### src/rtl/pwm_generator.sv
// pwm_generator: tick-driven PWM core with double-buffered duty/period.
// Staged values reach the comparator only at a period wrap.
module pwm_generator #(
  parameter int WIDTH       = 8,
  parameter int INIT_PERIOD = 255
) (
  input  logic             i_clk,
  input  logic             i_rst,
  input  logic             i_ena,
  input  logic [WIDTH-1:0] i_duty_in,
  input  logic [WIDTH-1:0] i_period_in,
  input  logic             i_load,
  output logic             o_pending,
  output logic             o_ack,
  output logic             o_period_start,
  output logic             o_pwm_out
);

  localparam logic [WIDTH-1:0] LP_INIT = WIDTH'(INIT_PERIOD);

  logic [WIDTH-1:0] r_cnt;
  logic [WIDTH-1:0] r_duty_act;
  logic [WIDTH-1:0] r_period_act;
  logic [WIDTH-1:0] r_duty_stg;
  logic [WIDTH-1:0] r_period_stg;
  logic             r_pending;
  logic             r_ack;
  logic             r_period_start;
  logic             r_pwm;
  logic             w_wrap;

  // '>=' lets the counter recover if it ever sits above the period
  assign w_wrap = i_ena && (r_cnt >= r_period_act);

  always_ff @(posedge i_clk or posedge i_rst) begin
    if (i_rst) begin
      r_cnt <= '0;
    end else if (i_ena) begin
      r_cnt <= w_wrap ? '0 : r_cnt + WIDTH'(1);
    end
  end

  always_ff @(posedge i_clk or posedge i_rst) begin
    if (i_rst) begin
      r_duty_act   <= '0;
      r_period_act <= LP_INIT;
    end else if (w_wrap && r_pending) begin
      r_duty_act   <= r_duty_stg;
      r_period_act <= r_period_stg;
    end
  end

  always_ff @(posedge i_clk or posedge i_rst) begin
    if (i_rst) begin
      r_duty_stg   <= '0;
      r_period_stg <= '0;
    end else if (i_load) begin
      r_duty_stg   <= i_duty_in;
      r_period_stg <= i_period_in;
    end
  end

  // a load coinciding with a wrap keeps the new values pending
  always_ff @(posedge i_clk or posedge i_rst) begin
    if (i_rst) begin
      r_pending <= 1'b0;
    end else if (i_load) begin
      r_pending <= 1'b1;
    end else if (w_wrap) begin
      r_pending <= 1'b0;
    end
  end

  always_ff @(posedge i_clk or posedge i_rst) begin
    if (i_rst) begin
      r_ack          <= 1'b0;
      r_period_start <= 1'b0;
      r_pwm          <= 1'b0;
    end else begin
      r_ack          <= w_wrap && r_pending;
      r_period_start <= w_wrap;
      r_pwm          <= (r_cnt < r_duty_act);
    end
  end

  assign o_pending      = r_pending;
  assign o_ack          = r_ack;
  assign o_period_start = r_period_start;
  assign o_pwm_out      = r_pwm;

endmodule

### config.mk
export PLATFORM = sky130hd
export DESIGN_NAME = pwm_generator
export DESIGN_NICKNAME = d
export VERILOG_FILES = /design/src/rtl/pwm_generator.sv
export SDC_FILE = /design/constraint.sdc
export NUM_CORES = 1
export LEC_CHECK = 0
export ABC_AREA = 1
export CAP_MARGIN = 20
export CORE_ASPECT_RATIO = 1.1
export CORE_MARGIN = 2
export CORE_UTILIZATION = 50
export DETAILED_ROUTE_END_ITERATION = 16
export DONT_BUFFER_PORTS = 1
export MAX_ROUTING_LAYER = met4
export SLEW_MARGIN = 20
export SYNTH_ARGS = -nofsm -noshare
export SYNTH_HDL_FRONTEND = slang
export SYNTH_SLANG_ARGS = --single-unit
### constraint.sdc
create_clock -name i_clk -period 2.45 [get_ports i_clk]
set_input_delay 0.1225 -clock i_clk [delete_from_list [all_inputs] [get_ports i_clk]]
set_output_delay 0.1225 -clock i_clk [all_outputs]
set_load 0.02 [all_outputs]
Word-level counts from Yosys, hierarchy flattened:

Cells that the tools add are included.

* muxes and demuxes: 3
* $add $sub $neg: 1
* reductions and logical operators: 3
* magnitude comparators: 2

Operators by type and width (count)
* adder 8 x 1 -> 8 bit (second input constant): 1
* greater-or-equal comparator 8 bit: 1
* less-than comparator 8 bit: 1
* 2-to-1 mux 8 bit: 1
* logical AND 1 bit: 2
* 2-to-1 mux 1 bit: 2
* nonzero test 2 bit: 1

* register bits after elaboration: 44
* input port bits: 20
* output and inout port bits: 4

Depth between registers and ports, before layout:

Gate-level depths: netlist (run 1).

* depth in word-level cells: 4
* mapped depth: 13
* depth with buffers taken out: 12

Worst setup path after synthesis (run 1):

Ideal clock, no wire load.

* kind: reg2reg
* start point: reg r_period_act[7]
* end point: reg r_duty_act[0]
* path buffers: 1
* clock period less this slack: 1.719 ns
* setup slack: 0.731 ns
* data arrival time: 1.601 ns
* stages on the path, launching flop included: 11
* cells stage by stage: dfstp_2 -> inv_1 -> ha_1 -> nand2_1 -> nor2_2 -> nand4_2 -> nand3_4 -> nand3_4 -> buf_6 -> nand2_1 -> nand2_1

* longest elaborated chain between the ends: 3

Ends and longest elaborated chain
* start, declared: RTL line 23 `logic [WIDTH-1:0] r_period_act;`
* start signal, assigned: RTL line 49 `r_period_act <= r_period_stg;`
* greater-or-equal comparator 8 bit: RTL line 33 `assign w_wrap = i_ena && (r_cnt >= r_period_act);`
* logical AND 1 bit: RTL line 33
* logical AND 1 bit: RTL line 47 `end else if (w_wrap && r_pending) begin`
* end signal, assigned: RTL line 48 `r_duty_act <= r_duty_stg;`
* end, declared: RTL line 22 `logic [WIDTH-1:0] r_duty_act;`

Every way passes these cells.
A chain may end at the register's enable or synchronous reset.

Worst setup path in the final report (run 1):

* start point: reg r_period_act[7]
* end point: reg r_duty_act[1]

Same word-level chain as after synthesis.

==> flow_metrics.tcl, run 1 <==
set metrics [dict create \
    status "finished clean" \
    fp.dieH_um 73.7 \
    clk_latency_ns 0.30 \
    syn-cell-area_um2 2210 \
    min_period_ns 1.93 \
    cpMaxStageDelayCell "dfstp_2" \
    power_density_nw_per_um2 992 \
    syn-num-nets 290 \
    htreeDepth 2 \
    layout_common_cells "nand2_1 (104), dfrtp_1 (36), inv_1 (23)" \
    core_um2 4290 \
    area_growth_pct 14.7 \
    antenna_found_initial 0 \
    cts_sinks 44 \
    max_slew_margin_pct 46.7 \
    top_usage_layer "met2" \
    place_ws_ns 0.503 \
    maxCapViolCount 0 \
    num_rows 25 \
    vias 1631 \
    path_clk_slew_ns 0.08 \
    drt_first_pass_iters 4 \
    drtIter0Drc 57 \
    p_leak_nw 1.32 \
    rr_startpoint "r_period_act[7]" \
    antenna_left 0 \
    synth_area_leaders "dfrtp_1 (41%), nand2_1 (18%), dfstp_2 (9.5%), ha_1 (9.1%), nand4_1 (4.5%)" \
    ios 24 \
    worstSetupEndpointType "register" \
    hold_path_class "in -> reg" \
    multi_input_area_um2 947 \
    ys_seq_area_share_pct 50.3 \
    ys_seq_elements 44 \
    synth.top_cell.area_share_pct 40.8 \
    avgViaCountPerCell 4.97 \
    final_nets 309 \
    final_layout_size_suffix_gt1_share_pct 9.85 \
    hold_viol 0 \
    fmax_mhz 518 \
    grtUsageTotal_pct 20.0 \
    grt_pass1_wl_um 7160 \
    min-delay-start "i_ena" \
    port_buffers 0 \
    setup_viol 0 \
    drc 0 \
    path_max_fanout 18 \
    synth.distinct_cells 27 \
    critPathArrivalTime_ns 2.13 \
    grt_pass1_vias 1555 \
    path_common_cell "nand2_1" \
    yosysWarnings 0 \
    cts_tree "yes" \
    setup_tns_ns 0 \
    max-vdd-ir-drop_mv 0.506 \
    grt-ovfl-total 0 \
    cts_made_buffers 5 \
    utilization_pct 59.1 \
    slew_violations 0 \
    grt_setup_unrepaired "false" \
    clock_skew_ns 0.00397 \
    max_stage_delay_ns 0.54 \
    syn_inst 254 \
    start_util_pct 51.5 \
    crit_chain "inv_1 > ha_1 > nand2_1 > nor2_2 > nand4_2 > nand3_4 > nand3_4 > nand2_1 > nand2_1" \
    gp_congestion 0.791 \
    routedWlPerCell_um 12.3 \
    start_kind "register" \
    cts_resized 0 \
    drt_wl_total_um 4040 \
    syn_avg_cell_area_um2 8.69 \
    grt_max_degree 45 \
    dieArea_um2 4960 \
    critPathLaunch "r_period_act[7]" \
    fp.dieW_um 67.4 \
    regArea_um2 1110 \
    tightestPinTransition_ns 0.799 \
    n_antenna_cell 0 \
    post-route-period-util_pct 78.8 \
    grtUsageMet3_pct 4.90 \
    worst_slack_ns 0.518 \
    use_met1_pct 25.6 \
    layout_commonest_cell "nand2_1" \
    synth_area_leader_cell "dfrtp_1" \
    clockRootBuffer "clkbuf_8" \
    dp_hpwl_um 2700 \
    worstSetupPathType "reg -> reg" \
    cts.path.max_buffers 2 \
    critPathRequiredTime_ns 2.64 \
    num-fill-cells 383 \
    grtUsageMet2_pct 30.6 \
]
through the flow:
stage	total power, mW	cells	instance area [µm²]	hold slack, ns
floorplan	1.88	254	2210	0.235
global placement	2.01	300	2230	0.177
detailed placement	2.03	300	2230	0.179
CTS	2.55	328	2530	0.0775
global route	2.76	328	2530	0.0925
finish	2.51	328	2530	0.0844
flip-flops by register name, summed over array words and instances, names as in the netlist:
name and count:
o_period_start 1, r_period_stg 8, r_period_act 8, o_pwm_out 1, o_pending 1, o_ack 1
r_duty_stg 8, r_duty_act 8, r_cnt 8
cell usage after synthesis, drive strengths merged:
library cell,count
a21o,1
a21oi,7
buf,5
clkbuf,4
clkinv,1
dfrtp,36
dfstp,8
ha,16
inv,26
nand2,105
nand3,7
nand4,17
nor2,10
nor3,2
nor3b,1
o21ai,1
o31ai,1
xnor2,1
xor2,5
power breakdown:
group | total, mW | switching, mW | internal (mW)
registers | 1.15 | 0.198 | 0.954
logic | 0.882 | 0.550 | 0.332
clock network | 0.479 | 0.250 | 0.228
total | 2.51 | 0.999 | 1.51
repair_timing:
item,4_1_cts,5_1_grt
hold buffers,20,0
endpoints found under the hold margin,71,0
buffers inserted,0,0
worst max-delay path, delay by kind of cell (launching register included):
| kind | cells | cell delay, ns |
|---|---|---|
| AND/OR/NAND/NOR | 7 | 0.96 |
| flip-flops | 1 | 0.54 |
| adder cells (fa/ha/maj) | 1 | 0.28 |
| buffers and inverters | 1 | 0.04 |
area by class of cell:
type                            count  area share (%)
Clock buffer                        6            3.26
Clock inverter                      2           0.593
Inverter                           27            4.00
Multi-Input combinational cell    174            37.4
Sequential cell                    44            43.9
Tap cell                           54            2.67
Timing Repair Buffer               21            8.20
per-layer routing:
metal	wire, µm	share of wire, %	up-vias
li1	-	-	848
met1	1970	49	747
met2	1850	46	30
met3	149	3.7	6
met4	70	1.7	0
met5	0	0	-
final timing paths:
kind / endpoint / slack, ns / cells past startpoint
worst max register to register: r_duty_act[1] / 0.52 / 9
max in group asynchronous: r_period_act[3] / 1.67 / 3
worst min-delay path: r_cnt[2] / 0.08 / 3
worst min register to register: r_period_act[5] / 0.46 / 2
worst max-delay path: r_duty_act[1] / 0.52 / 9
min in group asynchronous: r_duty_stg[4] / 0.39 / 3
cell families after synthesis:
family / Yosys count / share of synthesized area (%)
adder cells (fa/ha/maj): 16 / 9.07
AND/OR/NAND/NOR: 142 / 29.0
flip-flops: 44 / 50.3
buffers and inverters: 36 / 6.80
AO/OA/AOI/OAI: 10 / 2.49
XOR/XNOR: 6 / 2.38
Power figures use the tool's default switching activity.
==> run 2, diff against run 1 <==
PLACE_DENSITY = 0.68   (was unset)
clock period = 1.7 ns   (was 2.45 ns; I/O delays follow)
==> run 2 against run 1 <==
Against the previous run:
- the flow now finishes with violations (hold timing, setup timing)
- final area increased by 13%
- final cell count grew 4.0%
- sequential share of layout area shrank 5.0 points
- clock skew is 0.0052 ns higher
- global-route usage is 0.37 points lower
- sequential cell count is the same
- critical endpoint is now r_duty_act[4]
==> flow_metrics.tcl, run 2 (synthesized netlist as in run 1, its figures left out) <==
set metrics [dict create \
    dp_hpwl_um 2900 \
    placed_area_um2 2320 \
    n_antenna_cell 0 \
    clk_latency_ns 0.30 \
    cts_sinks 44 \
    start_util_pct 51.5 \
    area_growth_pct 29.5 \
    max_stage_delay_ns 0.54 \
    cts_tree "yes" \
    grt-ovfl-total 0 \
    tightestPinTransition_ns 0.588 \
    drt_wl_total_um 4560 \
    hold_ws_ns -0.0991 \
    worstSetupEndpointType "register" \
    final_layout_size_suffix_gt1_share_pct 24.4 \
    clock_skew_ns 0.00913 \
    port_buffers 0 \
    dieArea_um2 4960 \
    cts_made_buffers 5 \
    routedWlPerCell_um 13.4 \
    fmax_mhz 542 \
    max_slew_margin_pct 60.7 \
    layout_commonest_cell "nand2_1" \
    status "finished with violations" \
    vias 1714 \
    worst_slack_ns -0.146 \
    cp.buffers_inverters 2 \
    critPathArrivalTime_ns 2.03 \
    p_leak_nw 1.42 \
    grt_setup_unrepaired "true" \
    ios 24 \
    num_rows 25 \
    path_clk_slew_ns 0.08 \
    start_kind "register" \
    hold_path_class "in -> reg" \
    crit_family "flip-flops" \
    power_density_nw_per_um2 1660 \
    max-vdd-ir-drop_mv 0.721 \
    worstSetupPathType "reg -> reg" \
    fp.dieH_um 73.7 \
    cpMaxStageDelayCell "dfstp_2" \
    gp_congestion 0.744 \
    fp.dieW_um 67.4 \
    antenna_left 0 \
    clockRootBuffer "clkbuf_8" \
    avgViaCountPerCell 5.03 \
    critPathRequiredTime_ns 1.89 \
    hold_viol 21 \
    maxCapViolCount 0 \
    hold_buffers 18 \
    slew_violations 0 \
    grtUsageTotal_pct 19.6 \
    min_period_ns 1.85 \
    path_common_cell "nor2_2" \
    drt_first_pass_iters 4 \
    failed_checks "hold timing, setup timing" \
    core_um2 4290 \
    drc 0 \
    finalInstanceArea_um2 2860 \
    post-route-period-util_pct 109 \
    setup_tns_ns -2.15 \
    cts.path.max_buffers 2 \
    setup_viol 27 \
    grt_pass1_vias 1649 \
    num-fill-cells 333 \
    grt_pass1_wl_um 7040 \
    htreeDepth 2 \
    grt_max_degree 30 \
    crit_chain "inv_2 > ha_4 > a21oi_2 > nor2_2 > nor2_2 > nand3_4 > clkbuf_16 > nand4_1 > nand2_1" \
    place_ws_ns -0.0845 \
    p_total_mw 4.74 \
    layout_common_cells "nand2_1 (95), dfrtp_1 (36), dlygate4sd3_1 (18)" \
    antenna_found_initial 0 \
    final_nets 322 \
    path_max_fanout 8 \
    drtIter0Drc 88 \
]
-- run 2: power by group --
group	leakage (nW)	total [mW]	internal (mW)	switching [mW]
Sequential	0.533	1.60	1.38	0.223
Clock	0.0654	0.934	0.587	0.347
Combinational	0.824	2.20	0.972	1.23
Total	1.42	4.74	2.94	1.80
-- run 2: metrics by stage --
| stage | cells | util, % |
|---|---|---|
| after CTS | 339 | 61.9 |
| after global routing | 341 | 66.7 |
| final | 341 | 66.7 |
| after detailed placement | 312 | 54.2 |
| after floorplan | 254 | - |
| after global placement | 312 | 54.2 |
-- run 2: metal layers --
metal | vias up | global-route usage (%) | wire length (µm)
met5 | - | - | 0
met4 | 0 | 6.35 | 65
met3 | 7 | 5.21 | 177
met2 | 34 | 33.0 | 2350
met1 | 799 | 22.6 | 1970
li1 | 874 | - | -
-- run 2: cell type report --
class	count	area, µm²	area share, %
Clock buffer	6	72.6	2.54
Timing Repair Buffer	32	315	11.0
Tap cell	54	67.6	2.36
Sequential cell	44	1110	38.8
Inverter	27	106	3.72
Multi-Input combinational cell	176	1130	39.4
Clock inverter	2	60.1	2.10
-- run 2: repair_timing --
| action | in CTS | in global routing |
|---|---|---|
| gates resized for setup | 2 | 37 |
| buffers inserted | 0 | 0 |
| gates cloned | 1 | 2 |
| endpoints found under the setup margin | 26 | 27 |
| pin swaps | 1 | 27 |
| endpoints found under the hold margin | 54 | 21 |
-- run 2: path summary, 6_finish.rpt --
| kind | end | startpoint | slack (ns) | depth (start not counted) |
|---|---|---|---|---|
| setup / recovery | r_duty_act[4] | r_period_act[5] | -0.15 | 9 |
| setup reg to reg | r_duty_act[4] | r_period_act[5] | -0.15 | 9 |
| hold reg to reg | r_period_act[3] | r_period_act[3] | 0.47 | 2 |
| hold / removal | r_period_act[7] | i_ena | -0.1 | 2 |
| min in group asynchronous | r_duty_stg[4] | i_rst | 0.30 | 2 |
| max in group asynchronous | r_period_stg[3] | i_rst | 0.83 | 3 |
